===== src/rtl/act_skew_feeder_pkg.sv =====
// Shared types and defaults for the activation skew feeder that drives the
// west edge of a systolic array.
package act_skew_feeder_pkg;

  localparam int unsigned ASF_DATA_W = 32;
  localparam int unsigned ASF_N      = 4;

  typedef enum logic [1:0] {
    ST_IDLE   = 2'd0,
    ST_STREAM = 2'd1,
    ST_DRAIN  = 2'd2,
    ST_DONE   = 2'd3
  } asf_state_e;

  // Drain counter runs 0..n-2, so it needs enough bits to hold n-2.
  function automatic int unsigned drain_cnt_w(input int unsigned n);
    return (n > 2) ? $clog2(n - 1) : 1;
  endfunction

endpackage


===== src/rtl/act_skew_feeder_skew_delay_line.sv =====
// One row of the skew: DEPTH+1 shift registers, so depth 0 is a single
// pass-through output register and depth i delays its row by i beats.
module skew_delay_line #(
  parameter int unsigned DEPTH  = 0,
  parameter int unsigned DATA_W = 32
) (
  input  logic              clk,
  input  logic              rst_n,
  input  logic              shift_en_i,
  input  logic              clear_i,
  input  logic [DATA_W-1:0] data_i,
  output logic [DATA_W-1:0] data_o
);

  localparam int D = int'(DEPTH);

  logic [DATA_W-1:0] stage_q [D+1];

  always_ff @(posedge clk or negedge rst_n) begin
    if (!rst_n) begin
      for (int s = 0; s <= D; s++) stage_q[s] <= '0;
    end else if (clear_i) begin
      for (int s = 0; s <= D; s++) stage_q[s] <= '0;
    end else if (shift_en_i) begin
      stage_q[0] <= data_i;
      for (int s = 1; s <= D; s++) stage_q[s] <= stage_q[s-1];
    end
  end

  assign data_o = stage_q[D];

endmodule


===== src/rtl/act_skew_feeder.sv =====
// Accepts activation vectors, skews row i by i beats toward the array's west
// edge, flushes the skew with zeros after the last beat and pulses done.
module act_skew_feeder
  import act_skew_feeder_pkg::*;
#(
  parameter int unsigned N      = ASF_N,
  parameter int unsigned DATA_W = ASF_DATA_W
) (
  input  logic                clk,
  input  logic                rst,
  input  logic                in_valid,
  output logic                in_ready,
  input  logic [N*DATA_W-1:0] in_data,
  input  logic                in_last,
  output logic [N*DATA_W-1:0] act_west,
  output logic                compute,
  output logic                done,
  output asf_state_e          dbg_state_o
);

  // Handshake: a vector moves on a rising edge where in_valid && in_ready;
  // in_ready depends on state only, and in_data/in_last are ignored otherwise.

  localparam int unsigned CW         = drain_cnt_w(N);
  localparam bit          SKIP_DRAIN = (N == 1);
  localparam logic [CW-1:0] LAST_CNT = CW'(N - 2);

  asf_state_e             state_q;
  logic [CW-1:0]          drain_cnt_q;
  logic                   compute_q;
  logic                   done_q;

  logic                   accept;
  logic                   drain_step;
  logic                   shift_en;
  logic                   clear;
  logic                   last_drain;
  logic [N*DATA_W-1:0]    shift_data;

  assign in_ready   = (state_q == ST_IDLE) || (state_q == ST_STREAM);
  assign accept     = in_valid && in_ready;
  assign drain_step = (state_q == ST_DRAIN);
  assign shift_en   = accept || drain_step;
  // Leaving DONE wipes the skew so the next tile never sees stale rows.
  assign clear      = (state_q == ST_DONE);
  assign last_drain = (N <= 2) || (drain_cnt_q == LAST_CNT);
  assign shift_data = accept ? in_data : '0;

  always_ff @(posedge clk or negedge rst) begin
    if (!rst) begin
      state_q     <= ST_IDLE;
      drain_cnt_q <= '0;
      compute_q   <= 1'b0;
      done_q      <= 1'b0;
    end else begin
      compute_q <= shift_en;
      done_q    <= (state_q == ST_DONE);
      case (state_q)
        ST_IDLE, ST_STREAM: begin
          if (accept) begin
            if (!in_last) begin
              state_q <= ST_STREAM;
            end else if (SKIP_DRAIN) begin
              state_q <= ST_DONE;
            end else begin
              state_q     <= ST_DRAIN;
              drain_cnt_q <= '0;
            end
          end
        end
        ST_DRAIN: begin
          if (last_drain) begin
            state_q <= ST_DONE;
          end else begin
            drain_cnt_q <= drain_cnt_q + 1'b1;
          end
        end
        ST_DONE: state_q <= ST_IDLE;
        default: state_q <= ST_IDLE;
      endcase
    end
  end

  for (genvar r = 0; r < int'(N); r++) begin : g_row
    skew_delay_line #(
      .DEPTH  (r),
      .DATA_W (DATA_W)
    ) u_line (
      .clk        (clk),
      .rst_n      (rst),
      .shift_en_i (shift_en),
      .clear_i    (clear),
      .data_i     (shift_data[r*DATA_W +: DATA_W]),
      .data_o     (act_west[r*DATA_W +: DATA_W])
    );
  end

  assign compute     = compute_q;
  assign done        = done_q;
  assign dbg_state_o = state_q;

endmodule


===== config.mk =====
export PLATFORM = sky130hd
export DESIGN_NAME = act_skew_feeder
export DESIGN_NICKNAME = d
export VERILOG_FILES = /design/src/rtl/act_skew_feeder_pkg.sv /design/src/rtl/act_skew_feeder_skew_delay_line.sv /design/src/rtl/act_skew_feeder.sv
export SDC_FILE = /design/constraint.sdc
export NUM_CORES = 1
export LEC_CHECK = 0
export CORE_MARGIN = 1.5
export CORE_UTILIZATION = 52
export CTS_BUF_LIST = sky130_fd_sc_hd__clkbuf_16
export DETAILED_ROUTE_END_ITERATION = 8
export PLACE_DENSITY = 0.9
export SYNTH_ARGS = -nofsm -noshare
export SYNTH_HDL_FRONTEND = slang
export SYNTH_SLANG_ARGS = --single-unit

===== constraint.sdc =====
create_clock -name clk -period 3.7 [get_ports clk]
set_clock_uncertainty 0.05 [all_clocks]
set_input_delay 1.11 -clock clk [delete_from_list [all_inputs] [get_ports clk]]
set_output_delay 1.11 -clock clk [all_outputs]
set_load 0.1 [all_outputs]

==> results.json, run 1 <==
{
  "outcome": "completed",
  "grt_use_total": 0.2098,
  "holdPathEnd": "g_row[1].u_line.data_o[1]",
  "worstPathMaxFanout": 14,
  "gr-usage-met3": 0.04182,
  "dr.pass1.iters": 4,
  "syn_area_per_cell_um2": 13.33,
  "drive_above_1_share": 0.1822,
  "seqCellArea_um2": 8162,
  "grt_use_met2": 0.3298,
  "syn_nets": 1096,
  "cts_setup_buffers": 0,
  "drc_errors": 0,
  "numCtsBuffers": 34,
  "synth_seq_cells": 326,
  "timing.rr.start": "dbg_state_o[1]",
  "syn-cell-area_um2": 12840,
  "wl_per_cell_um": 18.29,
  "nets": 1249,
  "dp_hpwl_mm": 16.93,
  "timing.hold.ws_ns": 0.4433,
  "finalInstanceArea_um2": 15780,
  "htree_levels": 2,
  "fin_crit_ns": 2.670,
  "synth.distinct_cells": 19,
  "cp-start-kind": "register",
  "rsz0062_at_grt": "false",
  "worstSkewPairLatency_ns": 0.50,
  "critPathCaptureType": "output port",
  "vias": 7998,
  "worstHoldStart": "g_row[1].u_line.stage_q[33]",
  "die_area_um2": 25640,
  "fp-row-count": 57,
  "ant_nets": 0,
  "yosysSeqAreaShare": 0.6354,
  "fill_cells": 1783,
  "yosysWarningCount": 0,
  "core_area_um2": 24250,
  "grt_use_met1": 0.2840,
  "cts-root-buf": "clkbuf_16",
  "reg2reg_slack_ns": 1.60,
  "fmax_ghz": 0.3745,
  "layout.cells.non_filler": 1461,
  "path_clk_slew_ns": 0.06,
  "grt_max_degree": 99,
  "required_ns": 2.54,
  "grt_pass1_wl_mm": 43.56,
  "placedInstanceArea_um2": 14720,
  "tns_ns": 0,
  "clock_sinks": 326,
  "portBuffers": 264,
  "crit_type": "reg -> out",
  "period_share": 0.7217,
  "setup_violations": 0,
  "routed_wl_mm": 26.72,
  "syn2layout_area_growth_pct": 22.93,
  "ctsResizeCount": 0,
  "multi_input_area_um2": 3561,
  "clock_path_buffers": 3,
  "maxSlewViolCount": 0,
  "drtIter0Drc": 565,
  "worstReg2RegEnd": "g_row[1].u_line.data_o[16]",
  "cap_violations": 0,
  "grt_overflow_total": 0,
  "die_h_um": 160.1,
  "worst_pin_slew_ns": 0.8182,
  "hold_class": "reg -> reg",
  "cp_data_arrival_time_ns": 1.51,
  "reg2reg_depth": 4,
  "antenna_found_initial": 1,
  "place.gp.congestion": 0.7804,
  "dp_cells": 1404,
  "holdPathStages": 1,
  "hold_viol": 0,
  "syn_inst": 963,
  "cts_tree": "yes",
  "hold_buffers": 0,
  "fp.dieW_um": 160.1,
  "grt_pass1_vias": 8175,
  "viasPerCell": 5.474,
  "io_pins": 265,
  "grt.busiest_layer": "met2",
  "start_util": 0.5295,
  "relSlewSlack": 0.4545
}
[Yosys cell counts]
cell type / instances / area share
o21ai_2: 1 / 0.00068
nand3_1: 2 / 0.00078
xnor2_1: 1 / 0.00068
o21ai_0: 4 / 0.0016
buf_2: 35 / 0.014
inv_1: 4 / 0.0012
o22ai_1: 1 / 0.00049
nand2_1: 1 / 0.00029
buf_1: 3 / 0.00088
nand2b_2: 1 / 0.00068
a22o_1: 192 / 0.13
buf_4: 118 / 0.069
and2_1: 1 / 0.00049
mux2i_1: 129 / 0.10
nor2_1: 130 / 0.038
ha_1: 1 / 0.00097
inv_2: 1 / 0.00029
clkbuf_1: 12 / 0.0035
dfrtp_1: 326 / 0.64
[area by class of cell]
cell class | count | share of cell area
Tap cell | 324 | 0.02568
Multi-Input combinational cell | 464 | 0.2256
Sequential cell | 326 | 0.5171
Timing Repair Buffer | 285 | 0.1631
Clock buffer | 37 | 0.05866
Antenna cell | 1 | 0.0001585
Clock inverter | 19 | 0.008561
Inverter | 5 | 0.001189
[cell usage in the layout, fill, tap and decap left out, types with 2 or more instances in the layout]
cell,synthesis,routed
clkinv_1,0,4
mux2i_1,129,129
bufinv_16,0,2
buf_4,118,146
inv_1,4,10
clkdlybuf4s50_1,0,129
clkbuf_16,0,37
nand3_1,2,2
dfrtp_1,326,325
clkinv_2,0,6
buf_12,0,8
a22o_1,192,192
nor2_1,130,129
o21ai_0,4,4
[cells by family after synthesis]
| kind of cell | Yosys count | synth area share |
|---|---|---|
| AOI/OAI and AO/OA | 198 | 0.1337 |
| xor gates and xnor gates | 1 | 0.0006823 |
| adders and majority gates | 1 | 0.0009743 |
| buffers and inverters | 173 | 0.08848 |
| DFF | 326 | 0.6354 |
| muxes | 129 | 0.1006 |
| and+or+nand+nor | 135 | 0.04025 |
[registers in the layout, summed over array words and instances, names as in the netlist]
register,cells
compute,1
dbg_state_o,2
done,1
drain_cnt_q,2
g_row.u_line.data_o,128
g_row.u_line.stage_q,192
[critical path, cell delays in order (launching register included)]
cell and delay, ns:
dfrtp_4 0.56, inv_1 0.15, buf_4 0.31
[per-stage QoR]
| step | worst slack, ns | utilization |
|---|---|---|
| 3_3_place_gp | 1.017 | 0.6071 |
| 2_1_floorplan | 0.8508 | - |
| 6_report | 1.030 | 0.6509 |
| 4_1_cts | 1.003 | 0.6508 |
| 3_5_place_dp | 0.9445 | 0.6071 |
| 5_1_grt | 0.9390 | 0.6509 |
[worst max path at each step]
| stage | start | to | slack [ns] | depth (start not counted) |
|---|---|---|---|---|
| 2_1_floorplan | dbg_state_o[1] | in_ready | 0.85 | 2 |
| 6_report | dbg_state_o[1] | in_ready | 1.03 | 2 |
| 3_5_place_dp | in_valid | g_row[2].u_line.stage_q[58] | 0.94 | 5 |
| 5_1_grt | dbg_state_o[1] | in_ready | 0.94 | 2 |
| 4_1_cts | dbg_state_o[1] | in_ready | 1.00 | 2 |
| 3_3_place_gp | in_valid | g_row[2].u_line.data_o[18] | 1.02 | 5 |
[metal layers]
layer | vias to the layer above | part of all wire | wire length [um]
met5 | - | 0 | 0
met4 | 0 | 0.039 | 1046
met1 | 4032 | 0.43 | 11450
met3 | 70 | 0.059 | 1567
met2 | 272 | 0.47 | 12650
li1 | 3624 | - | -
Power of run 1 is not shown: default switching activity piles up to over one toggle a cycle in this logic, so the estimate is an artifact.
==> run 2: changes to the inputs <==
--- a/config.mk
+++ b/config.mk
@@ -6,10 +6,10 @@
 export NUM_CORES = 1
 export LEC_CHECK = 0
 export CORE_MARGIN = 1.5
-export CORE_UTILIZATION = 52
+export CORE_UTILIZATION = 51
 export CTS_BUF_LIST = sky130_fd_sc_hd__clkbuf_16
 export DETAILED_ROUTE_END_ITERATION = 8
-export PLACE_DENSITY = 0.9
+export PLACE_DENSITY = 0.89
 export SYNTH_ARGS = -nofsm -noshare
 export SYNTH_HDL_FRONTEND = slang
 export SYNTH_SLANG_ARGS = --single-unit
==> constraint.sdc (replaced) <==
create_clock -name clk -period 2.7 [get_ports clk]
set_clock_uncertainty 0.05 [all_clocks]
set_input_delay 0.81 -clock clk [delete_from_list [all_inputs] [get_ports clk]]
set_output_delay 0.81 -clock clk [all_outputs]
set_load 0.1 [all_outputs]
==> run 2 against run 1 <==
  * Utilization fell by 0.77 points
  * First-iteration DRC count fell by 17%
  * Die area rose by 1.9%
  * Non-clock buffer count fell by 4
  * Critical path type unchanged
  * Clock-buffer cell count did not move
  * Setup slack got worse by 0.64 ns
  * Final cell count fell by 0.27%
  * Critical path depth did not move
  * Largest cell class unchanged
  * Global-route usage fell by 0.41 points
  * Routed wire length fell by 0.50%
==> results.json, run 2 (synthesis results as in run 1) <==
{
  "path_clk_slew_ns": 0.06,
  "drive_above_1_share": 0.1783,
  "numCtsBuffers": 34,
  "viasPerCell": 5.515,
  "vias": 8035,
  "rsz0062_at_grt": "false",
  "fp.dieW_um": 161.7,
  "grt_max_degree": 105,
  "period_share": 0.8557,
  "core_area_um2": 24530,
  "worst_pin_slew_ns": 0.7646,
  "cp_slowest_cell": "dfrtp_4",
  "worstSkewPairLatency_ns": 0.50,
  "worstPathMaxFanout": 10,
  "tns_ns": 0,
  "die_h_um": 161.7,
  "crit_chain": "inv_1 -> buf_12",
  "critical-path-top-delay-family": "flip-flops",
  "grt_use_total": 0.2057,
  "syn2layout_area_growth_pct": 22.90,
  "grt_overflow_total": 0,
  "outcome": "completed",
  "gr-usage-met3": 0.04137,
  "max_stage_delay_ns": 0.56,
  "ant_nets": 0,
  "required_ns": 1.84,
  "fmax_ghz": 0.4328,
  "grt_use_met1": 0.2781,
  "relSlewSlack": 0.4903,
  "place.gp.congestion": 0.7867,
  "cts-root-buf": "clkbuf_16",
  "fin_crit_ns": 2.310,
  "placedInstanceArea_um2": 14740,
  "final_common_cell": "dfrtp_1",
  "num_antenna_cells": 0,
  "wl_per_cell_um": 18.24,
  "grt_use_met2": 0.3258,
  "fp-row-count": 57,
  "hold_buffers": 0,
  "cap_violations": 0,
  "maxSlewViolCount": 0,
  "clock_path_buffers": 3,
  "cts_setup_buffers": 0,
  "routed_wl_mm": 26.58,
  "nets": 1245,
  "clock_sinks": 326,
  "critPathBufInv": 2,
  "setup_violations": 0,
  "grt_pass1_vias": 8271,
  "dp_hpwl_mm": 16.90,
  "die_area_um2": 26140,
  "dr.pass1.iters": 5,
  "grt_pass1_wl_mm": 43.48,
  "finalInstanceArea_um2": 15780,
  "hold_class": "in -> async",
  "portBuffers": 264,
  "cp_data_arrival_time_ns": 1.45,
  "drc_errors": 0,
  "critPathCaptureType": "output port",
  "htree_levels": 2,
  "grt.busiest_layer": "met2",
  "antenna_found_initial": 0,
  "drtIter0Drc": 468,
  "start_util": 0.5234,
  "largest_register_ffs": 192,
  "crit_type": "reg -> out",
  "top_register": "g_row.u_line.stage_q",
  "cts_tree": "yes",
  "ctsResizeCount": 0,
  "hold_viol": 0,
  "io_pins": 265,
  "cp-start-kind": "register",
  "final_cell_mix": "dfrtp_1 (325), a22o_1 (192), buf_4 (138)"
}
==> run 2: cell count changes in the layout (fill, tap and decap cells not counted) <==
cell,before,now
buf_12,8,12
clkinv_4,0,1
bufinv_16,2,1
buf_4,146,138
clkinv_1,4,10
inv_1,10,6
clkinvlp_4,1,0
diode_2,1,0
==> run 2: per-stage QoR <==
stage | util | hold slack, ns | instances | setup WS (ns)
after floorplan | - | 0.4162 | 963 | 0.1508
final | 0.6432 | 0.1733 | 1457 | 0.3897
after global routing | 0.6432 | 0.2064 | 1457 | 0.3203
after global placement | 0.6008 | 0.4266 | 1400 | 0.6057
after detailed placement | 0.6008 | 0.4319 | 1400 | 0.5620
after CTS | 0.6432 | 0.1839 | 1457 | 0.3663
==> run 2: per-layer routing <==
layer	part of all wire	wire, um
met2	0.48	12840
met5	0	0
met3	0.059	1568
met1	0.42	11040
met4	0.043	1132
==> run 2: area by class of cell <==
type,instances,area (um^2)
fill,1821,8753
sequential,326,8162
multi-input combinational,464,3561
timing repair buffer,281,2594
clock buffer,37,925.9
tap,324,405.4
clock inverter,20,113.9
inverter,5,18.77
==> run 2: final timing paths <==
check	start	endpoint	slack, ns	cells after the start
setup / recovery	dbg_state_o[1]	in_ready	0.39	2
hold / removal	rst	g_row[3].u_line.stage_q[62]	0.17	1
setup reg to reg	dbg_state_o[1]	g_row[2].u_line.stage_q[32]	1.07	3
hold reg to reg	g_row[2].u_line.stage_q[77]	g_row[2].u_line.stage_q[45]	0.45	1
max in group asynchronous	rst	g_row[2].u_line.stage_q[80]	1.65	2
min in group clk	g_row[2].u_line.stage_q[77]	g_row[2].u_line.stage_q[45]	0.45	1
Power of run 2 is left out for the same reason.
